--- config.mk ---
export PLATFORM = sky130hd
export DESIGN_NAME = ram_fifo_ctrl
export DESIGN_NICKNAME = d
export VERILOG_FILES = /design/src/rtl/ram_fifo_ctrl.sv
export SDC_FILE = /design/constraint.sdc
export NUM_CORES = 1
export LEC_CHECK = 0
export ABC_AREA = 0
export CAP_MARGIN = 20
export CORE_MARGIN = 2
export CORE_UTILIZATION = 46
export DETAILED_ROUTE_END_ITERATION = 16
export HOLD_SLACK_MARGIN = 0.08
export PLACE_DENSITY = 0.78
export SLEW_MARGIN = 30
export SYNTH_ARGS = -nofsm -noshare
export SYNTH_HDL_FRONTEND = slang
export SYNTH_SLANG_ARGS = --single-unit
--- constraint.sdc ---
create_clock -name clk -period 2.7 [get_ports clk]
set_clock_uncertainty 0.2 [all_clocks]
set_input_delay 0.675 -clock clk [delete_from_list [all_inputs] [get_ports clk]]
set_output_delay 0.675 -clock clk [all_outputs]
set_load 0.005 [all_outputs]
--- src/rtl/ram_fifo_ctrl.sv ---
// FIFO controller for an 8x8 single-port RAM: byte stream in, RAM write/read
// cycles, registered valid/ready output. Reads are favoured over writes.
module ram_fifo_ctrl #(
  parameter int DATA_W = 8,
  parameter int ADDR_W = 3
) (
  input  logic              clk,
  input  logic              rst,
  input  logic              in_valid,
  output logic              in_ready,
  input  logic [DATA_W-1:0] in_data,
  output logic              out_valid,
  input  logic              out_ready,
  output logic [DATA_W-1:0] out_data,
  output logic              ram_w,
  output logic [ADDR_W-1:0] ram_addr,
  output logic [DATA_W-1:0] ram_data_in,
  input  logic [DATA_W-1:0] ram_data_out,
  output logic [ADDR_W:0]   count,
  output logic              full,
  output logic              empty
);

  localparam int DEPTH = 2 ** ADDR_W;
  localparam logic [ADDR_W:0] DEPTH_C = (ADDR_W + 1)'(DEPTH);

  typedef enum logic [1:0] {IDLE, WRITE, RD_ADDR, RD_DATA} state_t;

  state_t              state_q;
  logic [ADDR_W-1:0]   wr_ptr_q;
  logic [ADDR_W-1:0]   rd_ptr_q;
  logic [ADDR_W:0]     count_q;
  logic                ram_w_q;
  logic [ADDR_W-1:0]   ram_addr_q;
  logic [DATA_W-1:0]   ram_data_in_q;
  logic                out_valid_q;
  logic [DATA_W-1:0]   out_data_q;

  logic [ADDR_W-1:0]   wr_ptr_d;
  logic [ADDR_W-1:0]   rd_ptr_d;
  logic                full_d;
  logic                rd_need_d;
  logic                in_ready_d;

  // Status terms depend on registers only, so in_ready has no input-to-output path.
  assign wr_ptr_d   = wr_ptr_q + 1'b1;
  assign rd_ptr_d   = rd_ptr_q + 1'b1;
  assign full_d     = (count_q == DEPTH_C);
  assign rd_need_d  = !out_valid_q && (count_q != '0);
  assign in_ready_d = (state_q == IDLE) && !full_d && !rd_need_d;

  always_ff @(posedge clk or negedge rst) begin
    if (!rst) begin
      state_q       <= IDLE;
      wr_ptr_q      <= '0;
      rd_ptr_q      <= '0;
      count_q       <= '0;
      ram_w_q       <= 1'b0;
      ram_addr_q    <= '0;
      ram_data_in_q <= '0;
      out_valid_q   <= 1'b0;
      out_data_q    <= '0;
    end else begin
      if (out_valid_q && out_ready) begin
        out_valid_q <= 1'b0;
      end
      unique case (state_q)
        IDLE: begin
          if (rd_need_d) begin
            ram_addr_q <= rd_ptr_q;
            ram_w_q    <= 1'b0;
            state_q    <= RD_ADDR;
          end else if (in_valid && in_ready_d) begin
            ram_addr_q    <= wr_ptr_q;
            ram_data_in_q <= in_data;
            ram_w_q       <= 1'b1;
            state_q       <= WRITE;
          end
        end
        WRITE: begin
          ram_w_q  <= 1'b0;
          wr_ptr_q <= wr_ptr_d;
          count_q  <= count_q + 1'b1;
          state_q  <= IDLE;
        end
        // One idle address cycle lets either a combinational or registered-read RAM settle.
        RD_ADDR: begin
          ram_w_q <= 1'b0;
          state_q <= RD_DATA;
        end
        RD_DATA: begin
          out_data_q  <= ram_data_out;
          out_valid_q <= 1'b1;
          rd_ptr_q    <= rd_ptr_d;
          count_q     <= count_q - 1'b1;
          state_q     <= IDLE;
        end
        default: state_q <= IDLE;
      endcase
    end
  end

  assign in_ready    = in_ready_d;
  assign out_valid   = out_valid_q;
  assign out_data    = out_data_q;
  assign ram_w       = ram_w_q;
  assign ram_addr    = ram_addr_q;
  assign ram_data_in = ram_data_in_q;
  assign count       = count_q;
  assign full        = full_d;
  assign empty       = (count_q == '0) && !out_valid_q;

endmodule

==> key figures <==
Synth
  – Predominant post-synthesis flop cell: dfrtp_1
  – Synthesized net count: 150
  – Netlist Area Pre-Place: 1620 um2
  – Post-synthesis cell count: 121
  – Largest family of logic cells by synthesized area: multiplexers
  – Ys Warns: 0
  – Compound-Gate Fraction of Synth Area: 0.0890
  – Post-synth EDFFs: 0
  – Netlist cell types: 33
  – Yosys reg bits: 33
  – Share of synthesized flip-flops with an asynchronous set or reset: 1.00
  – Multiplexer share of the synthesized area: 0.160
  – Post-synthesis sequential area ratio: 0.511
  – Post-Synth XOR/XNOR Area: 0.0433
  – Syn Area/Cell: about 13 um2
  – Post-Synth Simple-Gate Area: 0.0913
  – Adder-cell area share of the yosys netlist: 0.0697

Min path
  – Worst Hold Class: reg -> reg

Drt
  – Drt initial violations: 25
  – ANT nets after route: 0
  – Detailed-route vias per instance: 5.00
  – Vias: 1149
  – Drt total wl: between 3000 and 4000 um
  – DRT Pass-1 Iters: 4
  – DRC: 0
  – Wirelength per Cell: 14.0 um

Setup path
  – Crit path max fanout: 3
  – R2R Setup Slk: 0.43 ns
  – CP arrival: 1.74 ns
  – Critical path startpoint category: flip-flop
  – Worst EP required: between 1.5 and 2 ns
  – Worst Setup End Kind: output port
  – CP Class: reg -> out

Floorplan
  – Total core area: 3360 um2
  – Starting Density: 0.481
  – Die Span Y: roughly 63 um
  – Die width: approximately 63 um
  – Rows: 21
  – Die area: 4000 um2
  – Ports: 48

Place
  – Placed cell count: between 200 and 250
  – Buffers on Ports: 47
  – RD Place Congestion: 0.764
  – Post-DP HPWL: 2400 um

Global route
  – Global Route Usage Sum: 0.179
  – Vias in the first global route: between 1000 and 1500
  – Initial antenna violation count: 0
  – GR peak layer: met2
  – Total gr overflow: 0
  – Grt met3 use: 0.0464
  – Met2 GRT Util: 0.289
  – Global-route wire length before repair: around 5600 um
  – Met1 Use GR: 0.225
  – Largest net degree at the start of global routing: 34

CTS
  – Root buffer cell: clkbuf_4
  – CTS tree: yes
  – Clk Latency, worst-skew pair: ~0.32 ns
  – Total CTS buffers: 5
  – CTS Sinks: 33
  – Clk slew on worst S/H paths: 0.10 ns
  – Cts hold-fix bufs: 0
  – Htree depth: 2
  – Longest Clk Path Bufs: 2

Power and ir drop
  – Leak pwr: approximately 0.0010 uW
  – Power Density: 1190 nW/um2
  – VDD IR-drop max: about 600 uV

Finish
  – Syn-to-layout area delta: 41.6%
  – Post-route insts no fill: 230
  – Final Net Count: 213
  – Layout cells sized above 1: 0.255
  – N_diodes: 0

STA
  – Max-slew headroom: 0.726
  – RSZ-0062 raised after global routing: false
  – Actual slew at the worst max-slew pin: 0.412 ns
  – Final period util: 0.969
  – Tmin final: 2.62 ns
  – Max Slew Vio Count: 0
  – Final setup TNS: 0 ns
  – # setup viols final: 0
  – FMAX: approximately 0.38 GHz
  – Hold Fails Final Rpt: 0

Run status
  – Outcome: complete, no violations

Run
  – Max Cap Violations: 0
[cell usage after synthesis (2+ instances only)]
master    instances  area (um2)
dfrtp_1          33         826
mux2_2           12         135
ha_1              9         113
mux2_1            7        78.8
nor2_1            6        22.5
a21oi_1           5        25.0
xnor2_1           5        43.8
inv_1             4        15.0
buf_6             3        33.8
mux2i_1           3        30.0
nand3b_1          3        22.5
o221a_2           3        33.8
xor2_1            3        26.3
a21o_1            2        15.0
nand2_1           2        7.51
nand2b_1          2        12.5
nor2b_1           2        12.5
o21ai_0           2        10.0
[state kept, by name, indices dropped and copies added (netlist names)]
signal       cells
rd_ptr_q         3
count            4
state_q          2
ram_addr         3
ram_w            1
wr_ptr_q         3
ram_data_in      8
out_valid        1
out_data         8
[per-stage QoR]
step | worst slack, ns | cell area (um2) | power (uW) | util | hold slack, ns
after global placement | 0.194 | 2150 | 2250 | 0.638 | 0.254
after global routing | 0.00630 | 2290 | 2940 | 0.681 | 0.301
after floorplan | 0.628 | 1620 | 1700 | - | 0.179
after detailed placement | 0.145 | 2150 | 2310 | 0.638 | 0.278
final | 0.0848 | 2290 | 2730 | 0.681 | 0.290
after CTS | 0.0125 | 2260 | 2720 | 0.673 | 0.292
[where the power goes]
| group | leakage [uW] | switching, uW | internal, uW | total [uW] |
|---|---|---|---|---|
| clock network | 0.0000410 | 154 | 188 | 342 |
| registers | 0.000389 | 182 | 754 | 937 |
| logic | 0.000596 | 550 | 901 | 1450 |
| total | 0.00103 | 886 | 1840 | 2730 |
[cell families after synthesis]
logic type | count (synthesis)
buffers and inverters | 9
xor gates and xnor gates | 8
and+or+nand+nor | 22
AOI/OAI and AO/OA | 17
muxes | 23
DFF | 33
adders and majority gates | 9
[area by class of cell]
class / count / area [um2]
Clock buffer: 5 / 37.5
Multi-Input combinational cell: 79 / 741
Inverter: 4 / 15.0
Clock inverter: 2 / 35.0
Sequential cell: 33 / 828
Tap cell: 46 / 57.6
Fill cell: 253 / 1070
Timing Repair Buffer: 61 / 576
[cells in the final DEF (no fill, tap or decap), types with 2 or more instances in the layout]
| cell | synthesis | routed |
|---|---|---|
| a21o_1 | 2 | 2 |
| a21oi_1 | 5 | 4 |
| buf_4 | 0 | 14 |
| clkbuf_4 | 0 | 5 |
| clkdlybuf4s50_1 | 0 | 44 |
| dfrtp_1 | 33 | 31 |
| dfrtp_2 | 0 | 2 |
| dlygate4sd2_1 | 0 | 2 |
| ha_1 | 9 | 9 |
| inv_1 | 4 | 4 |
| mux2_1 | 7 | 7 |
| mux2_2 | 12 | 12 |
| mux2i_1 | 3 | 3 |
| nand2_1 | 2 | 2 |
| nand2b_1 | 2 | 2 |
| nand3b_1 | 3 | 3 |
| nor2_1 | 6 | 6 |
| nor2b_1 | 2 | 2 |
| o21ai_0 | 2 | 2 |
| o221a_2 | 3 | 3 |
| xnor2_1 | 5 | 5 |
| xor2_1 | 3 | 3 |
[metal layers]
layer / vias to the layer above / part of all wire
met5: - / 0
met4: 0 / 0.016
met3: 4 / 0.034
met2: 18 / 0.51
met1: 569 / 0.44
li1: 558 / -
[worst paths after layout]
check / startpoint / end / cells after the start
worst max-delay path: count[2] / empty / 4
worst min-delay path: wr_ptr_q[2] / wr_ptr_q[2] / 1
worst max register to register: state_q[1] / ram_data_in[3] / 7
worst min register to register: wr_ptr_q[2] / wr_ptr_q[2] / 1
max in group asynchronous: rst / count[2] / 2
min in group asynchronous: rst / ram_w / 2
[worst max-delay path, cell delays in order, from the launching register on]
cell and delay (ns):
dfrtp_2 0.42, buf_4 0.14, or4_4 0.52, nor2_1 0.10, dlygate4sd2_1 0.24
[repair_timing]
item | CTS | global route
endpoints found under the setup margin | 3 | 2
resized for setup | 6 | 1
cloned | 0 | 0
buffers inserted | 5 | 3
pin swaps | 1 | 0
No activity file was read; power rests on OpenSTA's default activity.
